==> config.mk <==
export PLATFORM = sky130hd
export DESIGN_NAME = div_iter_flat
export DESIGN_NICKNAME = d
export VERILOG_FILES = /design/src/rtl/div_iter_pkg.sv /design/src/rtl/div_iter_if.sv /design/src/rtl/div_iter_step.sv /design/src/rtl/div_iter.sv /design/src/flat_wrapper.sv
export SDC_FILE = /design/constraint.sdc
export NUM_CORES = 1
export LEC_CHECK = 0
export CORE_ASPECT_RATIO = 0.7
export CORE_MARGIN = 3
export CORE_UTILIZATION = 31
export CTS_CLUSTER_DIAMETER = 100
export DETAILED_ROUTE_END_ITERATION = 8
export HOLD_SLACK_MARGIN = 0.05
export PLACE_DENSITY_LB_ADDON = 0.05
export REMOVE_ABC_BUFFERS = 1
export SLEW_MARGIN = 40
export SYNTH_ARGS = -nofsm -noshare
export SYNTH_HDL_FRONTEND = slang
export SYNTH_SLANG_ARGS = --single-unit
==> constraint.sdc <==
create_clock -name clk -period 5.9 [get_ports clk]
set_input_delay 0.885 -clock clk [delete_from_list [all_inputs] [get_ports clk]]
set_output_delay 0.885 -clock clk [all_outputs]
set_load 0.005 [all_outputs]
==> src/rtl/div_iter_pkg.sv <==
// Shared types and constants for the iterative 32-bit divider.
// Also holds a small helper for the operand magnitudes.
package div_iter_pkg;

  typedef enum logic [1:0] {
    IDLE = 2'd0,
    BUSY = 2'd1,
    DONE = 2'd2
  } div_state_t;

  localparam int          DIV_ITERS     = 32;
  localparam logic [31:0] DIV_ZERO_QUOT = 32'hFFFF_FFFF;

  // Magnitude of v when treated as signed; unsigned operands pass through.
  function automatic logic [31:0] abs_if(input logic [31:0] v, input logic sgn);
    return (sgn && v[31]) ? (32'd0 - v) : v;
  endfunction

endpackage

==> src/rtl/div_iter_if.sv <==
// Execute-stage <-> divider signal bundle.
// The stage holds div_start (with its operands) for as long as the DIV/DIVU sits in E.
// stall_div is the divider's stall request back to the hazard unit.
// The stage may drop div_start in the cycle after ready is seen with e_hold low.
// annul withdraws the request in any cycle.
interface div_iter_if;
  logic        div_start;
  logic        div_signed;
  logic [31:0] opdata1;
  logic [31:0] opdata2;
  logic        annul;
  logic        e_hold;
  logic        stall_div;
  logic        ready;
  logic [63:0] result;

  modport master (
    output div_start, div_signed, opdata1, opdata2, annul, e_hold,
    input  stall_div, ready, result
  );

  modport slave (
    input  div_start, div_signed, opdata1, opdata2, annul, e_hold,
    output stall_div, ready, result
  );
endinterface

==> src/rtl/div_iter_step.sv <==
// One restoring-division step on the 65-bit {remainder, quotient} register.
// The register is shifted left, then the divisor is trial-subtracted from bits [64:32].
module div_step (
  input  logic [64:0] rem_in,
  input  logic [31:0] divisor,
  output logic [64:0] rem_out
);
  logic [64:0] shifted;
  logic [33:0] trial;

  always_comb begin
    shifted = rem_in << 1;
    trial   = {1'b0, shifted[64:32]} - {2'b00, divisor};
    // Bit 33 set means the trial subtraction borrowed: restore.
    if (trial[33]) rem_out = shifted;
    else           rem_out = {trial[32:0], shifted[31:1], 1'b1};
  end
endmodule

==> src/rtl/div_iter.sv <==
// Iterative signed/unsigned 32-bit divider for the E stage.
// Produces stall_div for the hazard unit and holds {HI=remainder, LO=quotient}.
module div_iter
  import div_iter_pkg::*;
(
  input  logic           clk,
  input  logic           resetn,
  div_iter_if.slave      bus,
  output div_state_t     dbg_state
);
  div_state_t  state_q, state_d;
  logic [4:0]  cnt_q;
  logic [64:0] rq_q;
  logic [31:0] divisor_q;
  logic        q_neg_q, r_neg_q;
  logic [63:0] result_q;

  logic        start_ok, last_step;
  logic [64:0] step_out;
  logic [31:0] q_fix, r_fix;

  div_step u_step (
    .rem_in  (rq_q),
    .divisor (divisor_q),
    .rem_out (step_out)
  );

  assign start_ok  = bus.div_start & ~bus.annul;
  assign last_step = (cnt_q == 5'(DIV_ITERS - 1));
  // Sign correction on the final step output; -MIN/-1 wraps back to MIN.
  assign q_fix = q_neg_q ? (32'd0 - step_out[31:0])  : step_out[31:0];
  assign r_fix = r_neg_q ? (32'd0 - step_out[63:32]) : step_out[63:32];

  always_comb begin
    state_d = state_q;
    case (state_q)
      IDLE: if (start_ok) state_d = (bus.opdata2 != 32'd0) ? BUSY : DONE;
      BUSY: if (last_step) state_d = DONE;
      DONE: if (!bus.e_hold) state_d = IDLE;
      default: state_d = IDLE;
    endcase
    if (bus.annul) state_d = IDLE;
  end

  always_ff @(posedge clk) begin
    if (!resetn) begin
      state_q   <= IDLE;
      cnt_q     <= 5'd0;
      rq_q      <= 65'd0;
      divisor_q <= 32'd0;
      q_neg_q   <= 1'b0;
      r_neg_q   <= 1'b0;
      result_q  <= 64'd0;
    end else begin
      state_q <= state_d;
      case (state_q)
        IDLE: begin
          if (start_ok) begin
            if (bus.opdata2 != 32'd0) begin
              rq_q      <= {33'd0, abs_if(bus.opdata1, bus.div_signed)};
              divisor_q <= abs_if(bus.opdata2, bus.div_signed);
              q_neg_q   <= bus.div_signed & (bus.opdata1[31] ^ bus.opdata2[31]);
              r_neg_q   <= bus.div_signed & bus.opdata1[31];
              cnt_q     <= 5'd0;
            end else begin
              result_q <= {bus.opdata1, DIV_ZERO_QUOT};
            end
          end
        end
        BUSY: begin
          if (!bus.annul) begin
            rq_q  <= step_out;
            cnt_q <= cnt_q + 5'd1;
            if (last_step) result_q <= {r_fix, q_fix};
          end
        end
        default: ;
      endcase
    end
  end

  assign bus.stall_div = start_ok & (state_q != DONE);
  assign bus.ready     = (state_q == DONE);
  assign bus.result    = result_q;
  assign dbg_state     = state_q;
endmodule

==> src/flat_wrapper.sv <==
// flat-port wrapper written by rule: the top's interface ports become plain ports
module div_iter_flat import div_iter_pkg::*;
  (clk, resetn, dbg_state, bus_div_start, bus_div_signed, bus_opdata1, bus_opdata2, bus_annul, bus_e_hold, bus_stall_div, bus_ready, bus_result);
  div_iter_if bus_i ();
  input  logic clk;
  input  logic resetn;
  output div_state_t dbg_state;
  input wire logic [$bits(bus_i.div_start)-1:0] bus_div_start;
  input wire logic [$bits(bus_i.div_signed)-1:0] bus_div_signed;
  input wire logic [$bits(bus_i.opdata1)-1:0] bus_opdata1;
  input wire logic [$bits(bus_i.opdata2)-1:0] bus_opdata2;
  input wire logic [$bits(bus_i.annul)-1:0] bus_annul;
  input wire logic [$bits(bus_i.e_hold)-1:0] bus_e_hold;
  output wire logic [$bits(bus_i.stall_div)-1:0] bus_stall_div;
  output wire logic [$bits(bus_i.ready)-1:0] bus_ready;
  output wire logic [$bits(bus_i.result)-1:0] bus_result;
  assign bus_i.div_start = bus_div_start;
  assign bus_i.div_signed = bus_div_signed;
  assign bus_i.opdata1 = bus_opdata1;
  assign bus_i.opdata2 = bus_opdata2;
  assign bus_i.annul = bus_annul;
  assign bus_i.e_hold = bus_e_hold;
  assign bus_stall_div = bus_i.stall_div;
  assign bus_ready = bus_i.ready;
  assign bus_result = bus_i.result;
  div_iter u_core (.clk(clk), .resetn(resetn), .bus(bus_i), .dbg_state(dbg_state));
endmodule
# [After elaboration in Yosys (flattened, before gate mapping)]
# Index checks and enable logic that the tools add are counted.
# W data, S select, Z words.
[op_classes] addsub=6 n_mul=0 div_mod_pow=0 magnitude_cmp=0 n_eq_ne=10 shifts=0 mux=23 n_bitwise=7 reduce_logical=10
[ops] cell="$mux W64" n=8
[ops] cell="$pmux W64 S2" n=2
[ops] cell="$mux W32" n=4
[ops] cell="$sub A1 B32 Y32 const A" n=4
[ops] cell="$sub A33 B32 Y34" n=1
[ops] cell="$reduce_bool A32 Y1" n=1
[ops] cell="$mux W5" n=3
[ops] cell="$pmux W5 S2" n=1
[ops] cell="$mux W2" n=4
[ops] cell="$ne A2 B2 Y1 const B" n=4
[ops] cell="$ne A2 B1 Y1 const B" n=3
[ops] cell="$pmux W2 S3" n=1
[ops] cell="$reduce_and A3 Y1" n=2
[ops] cell="$add A5 B1 Y5 const B" n=1
[ops] cell="$eq A5 B5 Y1 const B" n=1
[ops] cell="$reduce_and A5 Y1" n=1
[ops] cell="$and A1 B1 Y1" n=4
[ops] cell="$reduce_and A4 Y1" n=1
[ops] cell="$eq A2 B1 Y1 const B" n=1
[ops] cell="$eq A2 B2 Y1 const B" n=1
[ops] cell="$logic_and A1 B1 Y1" n=2
[ops] cell="$logic_not A2 Y1" n=1
[ops] cell="$not A1 Y1" n=2
[ops] cell="$reduce_bool A2 Y1" n=1
[ops] cell="2 further kinds" n=2
[word_totals] regBits=169 latchBits=0 ramBits=0 mem_bits_ro=0 in_bits=70 out_inout_bits=68 n_memories=0

# [Logic depth before layout (Yosys ltp)]
[depth] depth_word=7 ltp_mapped=24 depth_no_buf=20

# [Cells and area by module]
# From an unflattened synthesis, not the netlist that was laid out.
[unflattened] cells_unflattened=1523 area_unflattened_um2=11947.7
[modules_own_cells] mod="div_iter" n_inst=1 cells_each=1165 area_per_inst_um2=9285.2
[modules_own_cells] mod="div_step" n_inst=1 cells_each=358 area_per_inst_um2=2662.6

# [Worst setup path before layout]
# Ideal clock, no wire load.
[synth_timing] path_kind="flip-flop to flip-flop" startpoint="reg u_core.divisor_q[1]" endpoint="reg u_core.result_q[62], in the netlist u_core.bus.result[62]" t_arrival_ps=5338 t_required_ps=5767 setup_slack_ps=430 stages_incl_launch_ff=24 n_path_buf=3 cell_sequence="dfxtp_1 > inv_1 > ha_1 > nor2b_2 > o2111ai_2 > a2111o_1 > a21oi_4 > o2111ai_4 > nand2_2 > buf_6 > clkbuf_1 > buf_6 > nand2_1 > o21ai_0 > ha_1 > o2111ai_1 > nor4_1 > and4b_2 > a32oi_1 > a2111o_1 > or4_4 > o41ai_2 > xor2_1 > a21oi_1"
[synth_via] elab_chain_cells=7
[synth_lines] item="from (decl)" line="div_iter.sv:14" text="logic [31:0] divisor_q;"
[synth_lines] item="from (signal assigned)" line="div_iter.sv:61" text="divisor_q <= abs_if(bus.opdata2, bus.div_signed);"
[synth_lines] item="$sub A33 B32 Y34 *" line="div_iter_step.sv:13" text="trial = {1'b0, shifted[64:32]} - {2'b00, divisor};"
[synth_lines] item="$mux W64 *" line="div_iter_step.sv:15" text="if (trial[33]) rem_out = shifted;"
[synth_lines] item="$sub A1 B32 Y32" line="div_iter.sv:32" text="assign r_fix = r_neg_q ? (32'd0 - step_out[63:32]) : step_out[63:32];"
[synth_lines] item="$mux W32 *" line="div_iter.sv:32"
[synth_lines] item="$mux W64 *" line="div_iter.sv:74" text="if (last_step) result_q <= {r_fix, q_fix};"
[synth_lines] item="$mux W64 *" line="div_iter.sv:71" text="if (!bus.annul) begin"
[synth_lines] item="$pmux W64 S2 *" line="div_iter.sv:56" text="case (state_q)"
[synth_lines] item="to (signal assigned)" line="div_iter.sv:66" text="result_q <= {bus.opdata1, DIV_ZERO_QUOT};"
[synth_lines] item="to (signal assigned)" line="div_iter.sv:74"
[synth_lines] item="to (decl)" line="div_iter.sv:16" text="logic [63:0] result_q;"
# Mark *: on every way between the ends. The rest lies on a longest branch, timed or not. The select of a mux whose other input is x is not followed.
# A chain may end at the register's enable or synchronous reset.

# [Final worst setup path]
# Ends and elaborated chain as after synthesis.

==> impl_summary.txt <==
----------------------------------------------------
[Clock tree]
  Clock buffers created by TritonCTS ... 17
  H-tree depth reported by CTS ... 4
  Cts hold-fix bufs ... 0
  Largest buffer count on any clock path ... 2
  Clk Latency, worst-skew pair ... about 0.45 ns
  Clock transition at path regs ... approximately 0.070 ns
  Clock tree from TritonCTS ... built
  Root cell of the clock tree ... sky130_fd_sc_hd__clkbuf_16
  CTS sink count ... around 170

[Timing]
  Worst-Margin Slew ... roughly 0.74 ns
  Number of max-slew violations in the final report ... 0
  Shortest clock period the worst path allows after layout ... ~5.5 ns
  Number of hold violations in the final report ... 0
  Final Setup Violations ... 0
  Unrepaired setup endpoints after global routing ... no
  Setup tns final ... 0 ns
  Final Skew ... between 0.01 and 0.015 ns
  F_max ... about 180 MHz
  Setup slack after layout ... 0.415 ns
  Relative slew slack ... 0.494
  Part of the cycle the worst path needs ... 0.930

[Route]
  Drt drc ... 0
  Detailed-route via count ... roughly 11000
  Average routed wire per standard cell ... between 15 and 20 um
  Initial DRC Count ... between 800 and 900
  Number of nets still failing antenna checks after routing ... 0
  Iteration count of the initial detailed-routing pass ... 5
  Total wire length after detailed routing ... roughly 40 mm
  Average via count per standard cell ... ~5.3

[Synth]
  Netlist Area Pre-Place ... around 12000 um2
  Post-Synthesis Cells ... 1576
  Warnings from Yosys ... 0
  Number of different library cells in the post-synthesis netlist ... 84
  Share of synthesized registers carrying an async set or reset ... 0
  #FFs+latches synth ... between 150 and 200
  Count of flip-flops with a built-in enable after synthesis ... 0
  Main synth FF type ... sky130_fd_sc_hd__dfxtp_1
  Sequential element share of the synthesized area ... 0.288
  Mean instance size in the synthesized netlist ... 7.47 um2

[Pwr]
  Standby leakage power ... roughly 0.0053 uW
  VDD IR max ... 0.208 mV
  Power per standard cell area ... 211 nW/um2

[Die]
  Die extent in y ... between 150 and 200 um
  Number of top-level pins ... ~140
  Number of rows created at floorplan ... slightly below 60
  Initial Util ... 0.316
  Die span in x ... 239 um
  Die Footprint ... 40400 um2
  Placeable Area ... 37300 um2

[GRT]
  Maximum number of pins on one net before global-route repair ... between 90 and 100
  Antenna violations before repair ... 1
  Combined global-route utilization of all metal layers ... 0.197
  Leftover overflow at the end of global routing ... 0
  Global-route wire length before repair ... roughly 63 mm
  Number of global-route vias before repair ... about 11000

[Worst setup path]
  Worst setup EP type ... register
  Critical Path AT ... 5.82 ns
  Crit path cell chain ... inv_1 -> ha_1 -> nor2b_2 -> o2111ai_2 -> a2111o_1 -> a21oi_4 -> o2111ai_4 -> nand2_2 -> nand2_1 -> o21ai_0 -> ha_1 -> nand2_1 -> nor4_1 -> nor3b_1 -> a32oi_1 -> a2111o_1 -> or4_4 -> o41ai_2 -> xor2_1 -> a21oi_1
  Worst-path fanout max ... 6
  Crit Path Category ... register to register
  Worst path required time ... between 6 and 7 ns
  Worst path buffer plus inverter count ... 1
  Gate family responsible for the most delay along the worst path ... compound AO/OA/AOI/OAI gates
  Kind of start point of the critical path ... register
  Critical Path Max Stage Delay ... 0.61 ns
  Slowest-stage cell, CP ... sky130_fd_sc_hd__or4_4

[Outcome]
  Run status ... complete, no violations

[Placement]
  Pre-CTS setup slack ... around 0.44 ns
  Final weighted congestion in routability-driven placement ... 0.850
  # placed instances ... around 2100
  Total placed instance area ... about 13000 um2
  Number of buffers added on ports ... ~140
  HPWL Detailed ... 29.9 mm

[Run]
  Maxcap violations ... 0

[Cells and area]
  Inserted Diodes ... 0
  Share of cells above drive strength 1 ... 0.0608
  Area overhead of the layout relative to synthesis ... 19.7%
  Post-layout net count ... ~1800
  Finished layout cell area ... about 14000 um2
  Final std cells w/o fill ... about 2200

[Min path]
  Worst hold path type ... register to register

----------------------------------------------------
cells by family (layout without fill, tap and decap cells):
kind of cell	count (synthesis)	after routing	synth area share
compound gates	483	483	0.265
simple gates	553	553	0.218
buf+inv	168	254	0.0627
mux	24	24	0.0208
xor+xnor	140	140	0.104
flops	169	169	0.288
fa+ha+maj	39	39	0.0421
worst min-delay path: cells and delay by family (launching register included):
family	cells	cell delay [ns]
AOI/OAI and AO/OA	1	0.05
DFF	1	0.32
and+or+nand+nor	1	0.05
report_power, final:
part	total (uW)	switching (uW)	leakage (uW)	internal (uW)
Combinational	591	369	0.00370	222
Clock	1180	520	0.000282	659
Sequential	1200	27.9	0.00137	1170
layout make-up:
cell class | instances | area (um2)
Tap cell | 488 | 611
Clock buffer | 22 | 474
Inverter | 62 | 238
Fill cell | 3876 | 23200
Sequential cell | 169 | 3380
Multi-Input combinational cell | 1239 | 7700
Timing Repair Buffer | 160 | 1550
Clock inverter | 10 | 119
routing by layer:
| metal | vias up | wire [um] | track usage |
|---|---|---|---|
| li1 | 5770 | - | - |
| met1 | 5422 | 21000 | 0.300 |
| met2 | 207 | 16500 | 0.287 |
| met3 | 22 | 1760 | 0.0360 |
| met4 | 0 | 391 | 0.0378 |
| met5 | - | 0 | 0 |
layout by cell type (no fill, tap or decap), drive strengths merged, types with 17 or more instances in the layout:
cell type,n
o21ai,103
nor3,38
a22oi,18
clkdlybuf4s50,137
nand2,133
xor2,79
o31ai,18
nor2,228
dfxtp,169
a211oi,68
mux2i,23
nand3,28
nor4,17
buf,23
xnor2,61
ha,38
clkbuf,22
inv,62
a21oi,170
path summary, 6_finish.rpt:
path | from | to | slack [ns] | depth (start not counted)
setup / recovery | u_core.divisor_q[1] | u_core.bus.result[62] | 0.41 | 20
hold reg to reg | u_core.divisor_q[31] | u_core.divisor_q[31] | 0.47 | 2
hold / removal | u_core.divisor_q[31] | u_core.divisor_q[31] | 0.47 | 2
setup reg to reg | u_core.divisor_q[1] | u_core.bus.result[62] | 0.41 | 20
synthesized netlist by cell type (10+ instances only):
cell / instances / area, um2
sky130_fd_sc_hd__clkbuf_1: 82 / 308
sky130_fd_sc_hd__xor2_1: 79 / 692
sky130_fd_sc_hd__o211ai_1: 13 / 97.6
sky130_fd_sc_hd__mux2i_1: 23 / 230
sky130_fd_sc_hd__a21o_1: 11 / 82.6
sky130_fd_sc_hd__nor3_1: 37 / 185
sky130_fd_sc_hd__ha_1: 38 / 475
sky130_fd_sc_hd__a22oi_1: 18 / 135
sky130_fd_sc_hd__nand2b_1: 13 / 81.3
sky130_fd_sc_hd__a211oi_1: 66 / 495
sky130_fd_sc_hd__xnor2_1: 61 / 534
sky130_fd_sc_hd__nand4_1: 13 / 81.3
sky130_fd_sc_hd__or3_1: 15 / 93.8
sky130_fd_sc_hd__a21oi_1: 165 / 826
sky130_fd_sc_hd__or4_1: 10 / 75.1
sky130_fd_sc_hd__nor2_1: 227 / 852
sky130_fd_sc_hd__o21ai_0: 91 / 455
sky130_fd_sc_hd__nand2_1: 130 / 488
sky130_fd_sc_hd__nor4_1: 17 / 106
sky130_fd_sc_hd__nand3_1: 28 / 140
sky130_fd_sc_hd__o41ai_1: 11 / 96.3
sky130_fd_sc_hd__dfxtp_1: 169 / 3380
sky130_fd_sc_hd__a311oi_1: 14 / 123
sky130_fd_sc_hd__inv_1: 60 / 225
sky130_fd_sc_hd__a31oi_1: 14 / 87.6
sky130_fd_sc_hd__and3_1: 14 / 87.6
sky130_fd_sc_hd__o31ai_1: 17 / 128
through the flow:
step	hold slack (ns)	utilization	power, uW
after floorplan	0.432	-	1590
after global placement	0.447	0.361	1810
after detailed placement	0.452	0.361	1810
after CTS	0.463	0.377	3000
after global routing	0.489	0.378	3120
final	0.465	0.378	2970
sequential cells by signal, indices dropped and copies added, names as in the netlist:
name               flops
u_core.cnt_q           5
u_core.q_neg_q         1
u_core.divisor_q      32
u_core.rq_q           64
u_core.r_neg_q         1
u_core.dbg_state       2
u_core.bus.result     64
timing repair:
| item | CTS | global route |
|---|---|---|
| buffers inserted | 0 | 0 |
| endpoints found under the setup margin | 0 | 2 |
| gates resized for setup | 0 | 1 |
No activity file was read; power rests on OpenSTA's default activity.
